--- config.mk ---
export PLATFORM = sky130hd
export DESIGN_NAME = ctrl_fsm
export DESIGN_NICKNAME = d
export VERILOG_FILES = /design/src/rtl/ctrl_fsm.sv
export SDC_FILE = /design/constraint.sdc
export NUM_CORES = 1
export LEC_CHECK = 0
export BUFFER_PORTS_ARGS = -buffer_cell sky130_fd_sc_hd__buf_2
export CAP_MARGIN = 20
export CORE_MARGIN = 1.5
export CORE_UTILIZATION = 40
export DETAILED_ROUTE_END_ITERATION = 8
export PLACE_DENSITY = 0.7
export SLEW_MARGIN = 20
export SYNTH_ARGS = -nofsm -noshare
export SYNTH_HDL_FRONTEND = slang
export SYNTH_SLANG_ARGS = --single-unit
--- constraint.sdc ---
create_clock -name clk -period 2.91 [get_ports clk]
set_clock_uncertainty 0.1 [all_clocks]
set_input_delay 0.291 -clock clk [delete_from_list [all_inputs] [get_ports clk]]
set_output_delay 0.291 -clock clk [all_outputs]
set_load 0.03 [all_outputs]
--- src/rtl/ctrl_fsm.sv ---
// ctrl_fsm: multi-cycle control unit for a small MIPS-like core.
// Sequences FETCH/DCD/EXE/MEM/WB per instruction, decodes the datapath
// controls from state and instruction fields, and counts retired instructions.
module ctrl_fsm (
    input  logic        clk,
    input  logic        rst,
    input  logic [5:0]  Op,
    input  logic [5:0]  Funct,
    input  logic        Zero,
    input  logic        MemRdy,
    output logic        PCWr,
    output logic [1:0]  NPCOp,
    output logic        IRWr,
    output logic        MemRd,
    output logic        MemWr,
    output logic        RegWr,
    output logic [1:0]  ALUOp,
    output logic [31:0] InstrCnt
);

    localparam logic [5:0] OP_RTYPE = 6'h00;
    localparam logic [5:0] OP_J     = 6'h02;
    localparam logic [5:0] OP_JAL   = 6'h03;
    localparam logic [5:0] OP_BEQ   = 6'h04;
    localparam logic [5:0] OP_ORI   = 6'h0D;
    localparam logic [5:0] OP_LW    = 6'h23;
    localparam logic [5:0] OP_SW    = 6'h2B;
    localparam logic [5:0] FN_ADDU  = 6'h21;
    localparam logic [5:0] FN_SUBU  = 6'h23;

    localparam logic [1:0] NPC_SEQ  = 2'b00;
    localparam logic [1:0] NPC_BR   = 2'b01;
    localparam logic [1:0] NPC_JMP  = 2'b10;
    localparam logic [1:0] ALU_ADD  = 2'b00;
    localparam logic [1:0] ALU_SUB  = 2'b01;
    localparam logic [1:0] ALU_OR   = 2'b10;

    typedef enum logic [2:0] {
        S_FETCH,
        S_DCD,
        S_EXE,
        S_MEM,
        S_WB
    } state_t;

    state_t      state_q, state_d;
    logic [31:0] instr_cnt_q;
    logic        retire;

    logic is_addu, is_subu, is_ori, is_lw, is_sw, is_beq, is_j, is_jal;
    logic is_alu_wb;

    assign is_addu   = (Op == OP_RTYPE) && (Funct == FN_ADDU);
    assign is_subu   = (Op == OP_RTYPE) && (Funct == FN_SUBU);
    assign is_ori    = (Op == OP_ORI);
    assign is_lw     = (Op == OP_LW);
    assign is_sw     = (Op == OP_SW);
    assign is_beq    = (Op == OP_BEQ);
    assign is_j      = (Op == OP_J);
    assign is_jal    = (Op == OP_JAL);
    assign is_alu_wb = is_addu || is_subu || is_ori;

    assign InstrCnt = instr_cnt_q;

    // Next state, retire strobe and datapath controls; reset masks every control.
    always_comb begin
        state_d = state_q;
        retire  = 1'b0;
        PCWr    = 1'b0;
        NPCOp   = NPC_SEQ;
        IRWr    = 1'b0;
        MemRd   = 1'b0;
        MemWr   = 1'b0;
        RegWr   = 1'b0;
        ALUOp   = ALU_ADD;
        case (state_q)
            S_FETCH: begin
                MemRd = 1'b1;
                if (MemRdy) begin
                    IRWr    = 1'b1;
                    PCWr    = 1'b1;
                    state_d = S_DCD;
                end
            end
            S_DCD: begin
                if (is_j || is_jal) begin
                    PCWr    = 1'b1;
                    NPCOp   = NPC_JMP;
                    RegWr   = is_jal;
                    retire  = 1'b1;
                    state_d = S_FETCH;
                end else begin
                    state_d = S_EXE;
                end
            end
            S_EXE: begin
                if (is_subu || is_beq) ALUOp = ALU_SUB;
                else if (is_ori)       ALUOp = ALU_OR;
                if (is_alu_wb) begin
                    state_d = S_WB;
                end else if (is_lw || is_sw) begin
                    state_d = S_MEM;
                end else begin
                    // beq resolves here; anything unsupported retires as a NOP
                    if (is_beq) begin
                        PCWr  = Zero;
                        NPCOp = NPC_BR;
                    end
                    retire  = 1'b1;
                    state_d = S_FETCH;
                end
            end
            S_MEM: begin
                MemRd = is_lw;
                MemWr = is_sw;
                if (MemRdy) begin
                    if (is_lw) begin
                        state_d = S_WB;
                    end else begin
                        retire  = is_sw;
                        state_d = S_FETCH;
                    end
                end
            end
            S_WB: begin
                RegWr   = 1'b1;
                retire  = 1'b1;
                state_d = S_FETCH;
            end
            default: state_d = S_FETCH;
        endcase
        if (rst) begin
            PCWr  = 1'b0;
            NPCOp = NPC_SEQ;
            IRWr  = 1'b0;
            MemRd = 1'b0;
            MemWr = 1'b0;
            RegWr = 1'b0;
            ALUOp = ALU_ADD;
        end
    end

    // State register and retired-instruction counter (wraps naturally).
    always_ff @(posedge clk or posedge rst) begin
        if (rst) begin
            state_q     <= S_FETCH;
            instr_cnt_q <= '0;
        end else begin
            state_q <= state_d;
            if (retire) instr_cnt_q <= instr_cnt_q + 32'd1;
        end
    end

endmodule

==> flow_metrics.env <==
export IMPL_outcome="complete, no violations"
export IMPL_cpPeakStageDelay_ns=0.56
export IMPL_diodes=0
export IMPL_hold_viol=0
export IMPL_worstPathArrival_ns=2.28
export IMPL_maxCapViolations=0
export IMPL_synth_seq_cells=35
export IMPL_cp_depth=5
export IMPL_critPathTopFamily="simple AND/OR/NAND/NOR gates"
export IMPL_cp_max_fo=10
export IMPL_hpwl_um=2990
export IMPL_ioPinCount=57
export IMPL_worstSetupPathType="register to primary output"
export IMPL_clk_latency_ns=0.29
export IMPL_ys_warn_count=0
export IMPL_avgSynthCellArea_um2=10.0
export IMPL_portBuffers=56
export IMPL_rsz0062_at_grt="false"
export IMPL_worstSetupEndpointType="primary output"
export IMPL_gr_total_overflow=0
export IMPL_area_growth_pct=22.1
export IMPL_die_w_um=72.6
export IMPL_p_leak_nw=1.13
export IMPL_finalWeightedCongestion=0.829
export IMPL_core_area_um2=4690
export IMPL_multi_input_area_um2=988
export IMPL_crit_end="PCWr"
export IMPL_synthFlopType="dfrtp_1"
export IMPL_routed_wl_um=4170
export IMPL_drt_iter0_markers=61
export IMPL_drt_first_pass_iters=4
export IMPL_grt_usage=0.167
export IMPL_r2r_slack_ns=0.48
export IMPL_viasPerCell=5.35
export IMPL_syn_area_um2=1940
export IMPL_place_inst=298
export IMPL_initial_utilization=0.413
export IMPL_synth_mux_area_frac=0.00581
export IMPL_htree_levels=2
export IMPL_holdCritPathClass="input port to asynchronous set/reset pin"
export IMPL_setup_worst_path_start_class="register"
export IMPL_finalSetupViolations=0
export IMPL_die_area_um2=5280
export IMPL_tightest_slew_ns=0.600
export IMPL_fin_nets=268
export IMPL_synthCells=193
export IMPL_relSlewSlack=0.596
export IMPL_cts_setup_buffers=0
export IMPL_syn_nets=210
export IMPL_max_vdd_ir_drop_uv=493
export IMPL_wire_per_inst_um=13.6
export IMPL_cp_buffers_inverters=1
export IMPL_fin_crit_sh=0.917
export IMPL_drive_above_1_share=0.310
export IMPL_route_detailed_drc=0
export IMPL_worstPathRequired_ns=2.52
export IMPL_clockRootBuffer="clkbuf_8"
export IMPL_fin_util=0.505
export IMPL_slew_violations=0
export IMPL_num_vias=1637
export IMPL_grt_start_max_net_pins=36
export IMPL_clkSinkCount=35
export IMPL_regArea_um2=876
export IMPL_numCtsBuffers=5
export IMPL_r2r_end="InstrCnt[14]$_DFFE_PP0P_"
export IMPL_rows=25
export IMPL_power_density_nw_per_um2=625
export IMPL_cts_hold_fix_buffers=0
export IMPL_chipHeight_um=72.6
export IMPL_slowest_stage="nor4_1"
export IMPL_async_flop_share=1.00
export IMPL_clk_pin_slew_ns=0.07
export IMPL_drtAntennaViolNets=0
export IMPL_cts_max_path_buffers=2
export IMPL_r2r_start="state_q[0]$_DFFE_PP0P_"
export IMPL_cts_resized_gates=0
export IMPL_grt_pass1_vias=1493
export IMPL_grt_pass1_wl_um=6790
export IMPL_fin_cells=306
export IMPL_rr_worst_depth=6
export IMPL_period_minus_slack_ns=2.67
export IMPL_synth_edff_count=0
export IMPL_startpoint="state_q[0]$_DFFE_PP0P_"
export IMPL_synth_compound_area_share=0.0639
export IMPL_yosys_area_share_xor_xnor=0.144
export IMPL_fillCellCount=434
export IMPL_max_freq_mhz=375
export IMPL_ys_types=45
export IMPL_cts_tree="yes"
export IMPL_seq_area_frac_synth=0.452
export IMPL_p_total_mw=1.48
export IMPL_synth_fa_ha_area_frac=0.00645
export IMPL_synth_top_family_by_area="simple AND/OR/NAND/NOR gates"
export IMPL_tns_ns=0
export IMPL_critical_path_cell_chain="nand2b_1, nor4_1, nand4b_1, a221oi_1, buf_2"
export IMPL_antenna_found_initial=0
export IMPL_yosys_area_share_simple=0.290
-- worst min path at each step --
| stage | start | end | slack [ns] | cells after the start |
|---|---|---|---|---|
| after global routing | rst | InstrCnt[14]$_DFFE_PP0P_ | 0.09 | 3 |
| final | rst | InstrCnt[14]$_DFFE_PP0P_ | 0.05 | 3 |
| after floorplan | rst | InstrCnt[0]$_DFFE_PP0P_ | 0.35 | 1 |
| after global placement | InstrCnt[31]$_DFFE_PP0P_ | InstrCnt[31]$_DFFE_PP0P_ | 0.37 | 1 |
| after detailed placement | rst | InstrCnt[0]$_DFFE_PP0P_ | 0.37 | 3 |
| after CTS | rst | InstrCnt[14]$_DFFE_PP0P_ | 0.05 | 3 |
-- sequential cells by signal, summed over array words and instances (netlist names) --
register,cells
InstrCnt,32
state_q,3
-- cell usage in the layout (no fill, tap or decap), types with 6 or more instances in the layout --
| master | count |
|---|---|
| and3_1 | 6 |
| nand3_1 | 18 |
| clkbuf_8 | 6 |
| xnor2_1 | 27 |
| nor2_1 | 12 |
| inv_1 | 6 |
| buf_2 | 56 |
| nand2_1 | 16 |
| nand4_1 | 8 |
| dfrtp_1 | 35 |
-- worst reg2reg max path: cells and delay by family, from the launching register on --
family,cells,cell delay [ns]
compound gates,2,0.72
xor+xnor,1,0.15
flops,1,0.50
simple gates,3,0.88
-- report_power, final --
part           leakage [nW]  total (mW)  internal, mW  switching [mW]
logic                 0.604       0.403         0.147           0.256
registers             0.463       0.627         0.541          0.0859
clock network        0.0612       0.450         0.277           0.173
total                  1.13        1.48         0.965           0.515
-- final cells by class --
type	instances	area share
timing repair buffer	58	0.125
tap	54	0.0285
clock buffer	6	0.0349
sequential	35	0.370
multi-input combinational	145	0.418
clock inverter	2	0.0148
inverter	6	0.00951
-- layer usage --
layer,wire (µm),share of wire,track usage,up-vias
li1,-,-,-,804
met1,1950,0.47,0.221,787
met2,2030,0.49,0.261,43
met3,164,0.039,0.0497,3
met4,34,0.0081,0.0629,0
met5,0,0,0,-
-- cell usage after synthesis (2+ instances only) --
cell,instances,area [µm²]
nand3_1,18,90.1
buf_6,3,33.8
and2_1,2,12.5
nand2_1,16,60.1
and4b_1,2,20.0
buf_2,2,10.0
nor4_1,4,25.0
or2_2,2,12.5
inv_1,6,22.5
nand4_1,8,50.1
a21oi_1,5,25.0
or3_1,3,18.8
o21ai_0,3,15.0
nor2_1,12,45.0
nor4b_1,2,17.5
nand4b_1,3,26.3
and3_1,6,37.5
nor3_1,5,25.0
xor2_1,3,26.3
dfrtp_1,35,876
xnor2_1,27,236
and4_1,3,26.3
-- cell families after synthesis --
family / Yosys count
AND/OR/NAND/NOR: 95
AO/OA/AOI/OAI: 17
flip-flops: 35
buffers and inverters: 13
XOR/XNOR: 31
adder cells (fa/ha/maj): 1
multiplexers: 1
-- through the flow --
stage | hold slack (ns) | setup slack, ns | cell area [µm²]
2_1_floorplan | 0.354 | 0.392 | 1940
3_3_place_gp | 0.373 | 0.541 | 2250
3_5_place_dp | 0.369 | 0.495 | 2250
4_1_cts | 0.0455 | 0.293 | 2370
5_1_grt | 0.0942 | 0.125 | 2370
6_report | 0.0475 | 0.242 | 2370
Power figures use the tool's default switching activity.
